`src/rtl/config_loader_if.sv`:
```
// Host byte stream in, configuration-register write port and status out.
// Latency: none, wiring only.
// Backpressure: the loader drives in_ready; the host holds in_valid/in_data until a transfer occurs.
// Ports:
//   in_valid/in_data/in_ready            host byte handshake
//   cfg_wen/cfg_data                     configuration register write port
//   busy/done/err/err_code               frame status
interface config_loader_if;
    logic        in_valid;
    logic [7:0]  in_data;
    logic        in_ready;
    logic        cfg_wen;
    logic [63:0] cfg_data;
    logic        busy;
    logic        done;
    logic        err;
    logic [1:0]  err_code;

    // Loader side
    modport slave (
        input  in_valid, in_data,
        output in_ready, cfg_wen, cfg_data, busy, done, err, err_code
    );

    // Host / configuration-register side
    modport master (
        output in_valid, in_data,
        input  in_ready, cfg_wen, cfg_data, busy, done, err, err_code
    );
endinterface

```
`src/rtl/config_loader.sv`:
```
// Assembles header + 8 data bytes (LSB first) + XOR checksum into one 64-bit config write.
// Latency: cfg_wen/done high for the cycle after the checksum byte is accepted.
// Backpressure: in_ready depends on state only; it drops for the single COMMIT cycle.
// Ports:
//   clk   system clock        rst  asynchronous active-low reset
//   bus   config_loader_if.slave (byte handshake in, config write and status out)
module config_loader #(
    parameter logic [7:0] HEADER         = 8'hA5,
    parameter int         TIMEOUT_CYCLES = 255
) (
    input  logic              clk,
    input  logic              rst,
    config_loader_if.slave    bus
);

    localparam int TW = $clog2(TIMEOUT_CYCLES + 1);

    typedef enum logic [1:0] {
        IDLE   = 2'd0,
        DATA   = 2'd1,
        CHECK  = 2'd2,
        COMMIT = 2'd3
    } state_t;

    state_t        state_q,    state_d;
    logic [63:0]   shift_q,    shift_d;
    logic [7:0]    csum_q,     csum_d;
    logic [2:0]    cnt_q,      cnt_d;
    logic [TW-1:0] tmo_q,      tmo_d;
    logic          err_q,      err_d;
    logic [1:0]    err_code_q, err_code_d;

    logic in_ready;
    logic accept;
    logic tmo_hit;

    assign in_ready = (state_q != COMMIT);
    assign accept   = bus.in_valid && in_ready;
    // The counter reaches TIMEOUT_CYCLES on this edge unless a byte is taken;
    // an accept on the same edge takes priority.
    assign tmo_hit  = (tmo_q == TW'(TIMEOUT_CYCLES - 1));

    always_comb begin
        state_d    = state_q;
        shift_d    = shift_q;
        csum_d     = csum_q;
        cnt_d      = cnt_q;
        tmo_d      = tmo_q;
        err_d      = 1'b0;
        err_code_d = err_code_q;

        unique case (state_q)
            IDLE: begin
                if (accept && bus.in_data == HEADER) begin
                    state_d = DATA;
                    cnt_d   = 3'd0;
                    csum_d  = 8'd0;
                    tmo_d   = '0;
                end
            end
            DATA: begin
                if (accept) begin
                    // Header value is ordinary data here; no resync.
                    shift_d = {bus.in_data, shift_q[63:8]};
                    csum_d  = csum_q ^ bus.in_data;
                    cnt_d   = cnt_q + 3'd1;
                    tmo_d   = '0;
                    if (cnt_q == 3'd7) begin
                        state_d = CHECK;
                    end
                end else if (tmo_hit) begin
                    state_d    = IDLE;
                    err_d      = 1'b1;
                    err_code_d = 2'b10;
                end else begin
                    tmo_d = tmo_q + TW'(1);
                end
            end
            CHECK: begin
                if (accept) begin
                    tmo_d = '0;
                    if (bus.in_data == csum_q) begin
                        state_d = COMMIT;
                    end else begin
                        state_d    = IDLE;
                        err_d      = 1'b1;
                        err_code_d = 2'b01;
                    end
                end else if (tmo_hit) begin
                    state_d    = IDLE;
                    err_d      = 1'b1;
                    err_code_d = 2'b10;
                end else begin
                    tmo_d = tmo_q + TW'(1);
                end
            end
            COMMIT: begin
                state_d = IDLE;
            end
            default: begin
                state_d = IDLE;
            end
        endcase
    end

    always_ff @(posedge clk or negedge rst) begin
        if (!rst) begin
            state_q    <= IDLE;
            shift_q    <= 64'd0;
            csum_q     <= 8'd0;
            cnt_q      <= 3'd0;
            tmo_q      <= '0;
            err_q      <= 1'b0;
            err_code_q <= 2'b00;
        end else begin
            state_q    <= state_d;
            shift_q    <= shift_d;
            csum_q     <= csum_d;
            cnt_q      <= cnt_d;
            tmo_q      <= tmo_d;
            err_q      <= err_d;
            err_code_q <= err_code_d;
        end
    end

    assign bus.in_ready = in_ready;
    assign bus.cfg_wen  = (state_q == COMMIT);
    assign bus.done     = (state_q == COMMIT);
    assign bus.cfg_data = shift_q;
    assign bus.busy     = (state_q != IDLE);
    assign bus.err      = err_q;
    assign bus.err_code = err_code_q;

endmodule
```
`src/flat_wrapper.sv`:
```
// flat-port wrapper written by rule: the top's interface ports become plain ports
module config_loader_flat 
#(
    parameter logic [7:0] HEADER         = 8'hA5,
    parameter int         TIMEOUT_CYCLES = 255
)
  (clk, rst, bus_in_valid, bus_in_data, bus_in_ready, bus_cfg_wen, bus_cfg_data, bus_busy, bus_done, bus_err, bus_err_code);
  config_loader_if bus_i ();
  input  logic clk;
  input  logic rst;
  input wire logic [$bits(bus_i.in_valid)-1:0] bus_in_valid;
  input wire logic [$bits(bus_i.in_data)-1:0] bus_in_data;
  output wire logic [$bits(bus_i.in_ready)-1:0] bus_in_ready;
  output wire logic [$bits(bus_i.cfg_wen)-1:0] bus_cfg_wen;
  output wire logic [$bits(bus_i.cfg_data)-1:0] bus_cfg_data;
  output wire logic [$bits(bus_i.busy)-1:0] bus_busy;
  output wire logic [$bits(bus_i.done)-1:0] bus_done;
  output wire logic [$bits(bus_i.err)-1:0] bus_err;
  output wire logic [$bits(bus_i.err_code)-1:0] bus_err_code;
  assign bus_i.in_valid = bus_in_valid;
  assign bus_i.in_data = bus_in_data;
  assign bus_in_ready = bus_i.in_ready;
  assign bus_cfg_wen = bus_i.cfg_wen;
  assign bus_cfg_data = bus_i.cfg_data;
  assign bus_busy = bus_i.busy;
  assign bus_done = bus_i.done;
  assign bus_err = bus_i.err;
  assign bus_err_code = bus_i.err_code;
  config_loader #(.HEADER(HEADER), .TIMEOUT_CYCLES(TIMEOUT_CYCLES)) u_core (.clk(clk), .rst(rst), .bus(bus_i));
endmodule
```
`config.mk`:
```
export PLATFORM = sky130hd
export DESIGN_NAME = config_loader_flat
export DESIGN_NICKNAME = d
export VERILOG_FILES = /design/src/rtl/config_loader_if.sv /design/src/rtl/config_loader.sv /design/src/flat_wrapper.sv
export SDC_FILE = /design/constraint.sdc
export NUM_CORES = 1
export LEC_CHECK = 0
export CAP_MARGIN = 15
export CORE_MARGIN = 2
export CORE_UTILIZATION = 40
export CTS_CLUSTER_SIZE = 20
export DETAILED_ROUTE_END_ITERATION = 6
export GPL_TIMING_DRIVEN = 0
export PLACE_DENSITY = 0.68
export SLEW_MARGIN = 20
export SYNTH_ARGS = -nofsm -noshare
export SYNTH_HDL_FRONTEND = slang
export SYNTH_SLANG_ARGS = --single-unit
```
`constraint.sdc`:
```
create_clock -name clk -period 1.7 [get_ports clk]
set_clock_uncertainty 0.05 [all_clocks]
set_input_delay 0.255 -clock clk [delete_from_list [all_inputs] [get_ports clk]]
set_output_delay 0.255 -clock clk [all_outputs]
set_load 0.02 [all_outputs]
```
==> results.md <==
- Xor/xnor share of the synthesized area: 1.791%
- H-tree levels: 3
- Most frequent CP cell: buf_8
- Routability cong.: 0.8833
- DR pass1 iterations: 4
- Slew Viols, Final: 0
- Sink Count: 88
- Fillers: 751
- Netlist cell types: 45
- First-pass GRT wire length: 15900 um
- Max cap viols: 0
- Number of CTS-inserted buffers: 9
- DRT antenna net count: 0
- Hold Crit Depth: 2
- Pin count of the biggest net entering global routing: 47
- GR Layer Usage met3: 4.407%
- CTS tree: built
- Final HPWL DP: 6216 um
- Setup CP Type: reg -> reg
- # rows: 36
- Final hold slack: 0.2548 ns
- Hold Crit Class: in -> reg
- Initial antenna violation count: 0
- Vias in the first global route: 2959
- Global-route met1 utilization: 27.09%
- Syn_area_per_cell: 12.82 um2
- Final hold viol count: 0
- Post-synth EDFFs: 0
- Routed WL per cell: 18.16 um
- Main flop type after synthesis: dfrtp_1
- I/O pins: 82
- Synth warn: 0
- Post-synth ARST share: 100.0%
- Critical-path cell list: ha_4 > and2b_2 > nand2_4 > or2_4 > buf_8 > buf_8 > o21ai_2 > o2bb2ai_1
- Delay-heaviest family, CP: simple AND/OR/NAND/NOR gates
- Clock power frac: 14.0%
- Ant. Diodes: 0
- Max-Slew Margin vs Limit: 70.48%
- Worst Hold Path EP: u_core.bus.cfg_data[61]
- Worst setup margin: -0.1490 ns
- # port buffers: 81
- GR met2 Demand/Resource: 31.02%
- CP max-delay cell: dfrtp_2
- Post-route setup TNS: -3.528 ns
- Synth Area in Simple Gates: 7.901%
- Global Route Usage Sum: 19.61%
- Period Utilization, post-route: 108.8%
- Crit path max fanout: 6
- Syn nets: 325
- Peak supply drop: 0.0009826 V
- Placed cells: 520
- Static Leak: 0.003209 uW
- Crit Reg-Reg Startpoint: u_core.state_q[0]
- CP required: 1.93 ns
- Maximum buffer depth of the clock tree: 2
- CP arrival: 2.08 ns
- R2R setup slack: -0.15 ns
- WP buf/inv: 2
- Least-Margin Pin Slew: 0.4428 ns
- Hold_sp: bus_in_data[5]
- Nets: 447
- Cells after synthesis: 305
- Post-route insts no fill: 564
- Reg-to-Reg End: u_core.csum_q[6]
- Worst-Skew Late Latency: 0.36 ns
- Seq pwr share: 30.9%
- Area Growth Syn to Fin: 56.97%
- Die Ht: 102.9 um
- Unrepaired setup endpoints after global routing: yes
- Post-synthesis mux area share: 18.68%
- Starting Density: 40.58%
- Synth Register Bits: 88
- Synth Area in Compound Gates: 9.117%
- Comb pwr share: 55.1%
- Internal: 7929 uW
- Initial drt markers: 115
- Sw Ratio: 36.90%
- DRC viols: 0
- FF-to-FF path depth: 8
- Status: finished, violations left
- Clock slew at reported path FFs: 0.09 ns
- Post-route cell area: 6140 um2
- Critical path launch point type: flip-flop
- Clock root cell: clkbuf_8
- Pwr per Cell Area: 2047 nW/um2
- Average vias per placed instance: 5.220
- Post-synthesis sequential area ratio: 56.30%
- Placed Area: 5122 um2
- Synthesized-area fraction occupied by adder cells: 2.879%
- Max incr delay on CP: 0.45 ns
- Core Region: 9639 um2
- Via count: 2944
- Fraction of layout instances using a drive strength above 1: 40.14%
- Final setup violation count: 76
- Final worst path period need: 1.849 ns
- Die area: 10590 um2
- Die X: 102.9 um
- Netlist Area Pre-Place: 3911 um2
- Failing checks: negative setup slack
- Global route hottest layer: met2
- Crit path capture type: flip-flop
- Final WL: 10240 um
- Remaining Overflow, GRT: 0
- Max Clk Rate: 540.8 MHz
- Largest family of logic cells by synthesized area: multiplexers
- Sw Pwr: 4637 uW
synth_stat cells (2+ instances only):
cell / n / area, um2
nand3_1: 8 / 40.04
xor2_1: 8 / 70.07
nand2b_1: 3 / 18.77
nand2_1: 6 / 22.52
inv_1: 14 / 52.55
and2_1: 2 / 12.51
o21ai_1: 3 / 15.01
mux2_2: 64 / 720.7
nor2_1: 10 / 37.54
a22oi_1: 2 / 15.01
buf_2: 8 / 40.04
a41oi_1: 2 / 17.52
a21o_1: 6 / 45.04
nand4_1: 3 / 18.77
a21oi_1: 11 / 55.05
o2bb2ai_1: 5 / 43.79
ha_1: 9 / 112.6
o22ai_1: 2 / 12.51
or2b_1: 2 / 15.01
nor2b_1: 2 / 12.51
nor3b_1: 5 / 37.54
and4bb_2: 2 / 25.02
o21ai_0: 18 / 90.09
nor4_1: 2 / 12.51
dfrtp_1: 88 / 2202
area by class of cell:
class,count,area (um2),share of cell area (%)
plain buffers,10,160.2,2.609
flip-flops and latches,88,2206,35.93
inverters,14,52.55,0.8559
repair buffers,113,1309,21.32
well taps,133,166.4,2.710
clock inverters,6,116.4,1.895
multi-input cells,191,2006,32.67
clock buffers,9,123.9,2.018
sequential cells by signal, summed over array words and instances, names as in the netlist:
| name | count |
|---|---|
| u_core.bus.err | 1 |
| u_core.state_q | 2 |
| u_core.csum_q | 8 |
| u_core.cnt_q | 3 |
| u_core.bus.err_code | 2 |
| u_core.tmo_q | 8 |
| u_core.bus.cfg_data | 64 |
worst max path at each step:
stage / start / end / depth (start not counted)
after floorplan: u_core.state_q[1] / u_core.csum_q[4] / 8
after global placement: rst / u_core.bus.cfg_data[32] / 1
after detailed placement: bus_in_data[0] / u_core.bus.err_code[1] / 6
after CTS: u_core.state_q[0] / u_core.bus.cfg_data[42] / 7
after global routing: u_core.state_q[0] / u_core.csum_q[6] / 8
final: u_core.state_q[0] / u_core.csum_q[6] / 8
power groups by stage:
| stage | clock network, uW | logic [uW] | registers [uW] |
|---|---|---|---|
| global placement | 0 | 5650 | 3870 |
| CTS | 1780 | 6870 | 3870 |
| finish | 1760 | 6920 | 3880 |
| global route | 1860 | 7340 | 4030 |
| detailed placement | 0 | 5750 | 3920 |
| floorplan | 0 | 2600 | 4690 |
per-layer routing:
layer | wire [um] | vias up | part of all wire, %
met4 | 183 | 0 | 1.8
met5 | 0 | - | 0
met2 | 4993 | 88 | 49
li1 | - | 1347 | -
met3 | 508 | 18 | 5.0
met1 | 4558 | 1491 | 44
logic make-up after synthesis:
kind of cell | count (synthesis)
flip-flops | 88
multiplexers | 65
AO/OA/AOI/OAI | 56
AND/OR/NAND/NOR | 53
buffers and inverters | 26
adder cells (fa/ha/maj) | 9
XOR/XNOR | 8
cells in the final DEF (no fill, tap or decap), types with 3 or more instances in the layout:
| master | n |
|---|---|
| dlymetal6s2s_1 | 42 |
| dfrtp_2 | 3 |
| inv_1 | 11 |
| buf_16 | 4 |
| nand2_1 | 4 |
| bufinv_16 | 3 |
| o21ai_0 | 12 |
| nor2_1 | 8 |
| nand4_1 | 3 |
| a21oi_1 | 8 |
| nand2b_1 | 3 |
| mux2_2 | 15 |
| a21oi_2 | 3 |
| o2bb2ai_1 | 3 |
| clkbuf_2 | 3 |
| inv_2 | 3 |
| nor3b_2 | 5 |
| nand3_1 | 6 |
| mux2_4 | 49 |
| clkdlybuf4s50_1 | 21 |
| dfrtp_1 | 85 |
| dlygate4sd2_1 | 13 |
| a21o_1 | 6 |
| buf_8 | 4 |
| xor2_1 | 8 |
| clkbuf_8 | 9 |
| buf_4 | 18 |
| o21ai_2 | 6 |
| ha_4 | 4 |
| buf_6 | 6 |
| ha_1 | 5 |
| buf_12 | 8 |
stage by stage:
step                setup WS (ns)  util, %  power (uW)
finish                    -0.1490    63.69       12570
floorplan                -0.04336        -        7291
global placement           -2.976    52.84        9527
CTS                       -0.1445    62.06       12530
detailed placement        -0.5448    53.14        9670
global route              -0.2151    63.69       13230
timing repair:
item	4_1_cts	5_1_grt
pin swaps	17	9
resized for setup	92	75
setup buffers	18	6
setup endpoints to repair	95	128
hold buffers	1	0
hold endpoints to repair	42	0
cloned	8	2
No activity file was read; power rests on OpenSTA's default activity.
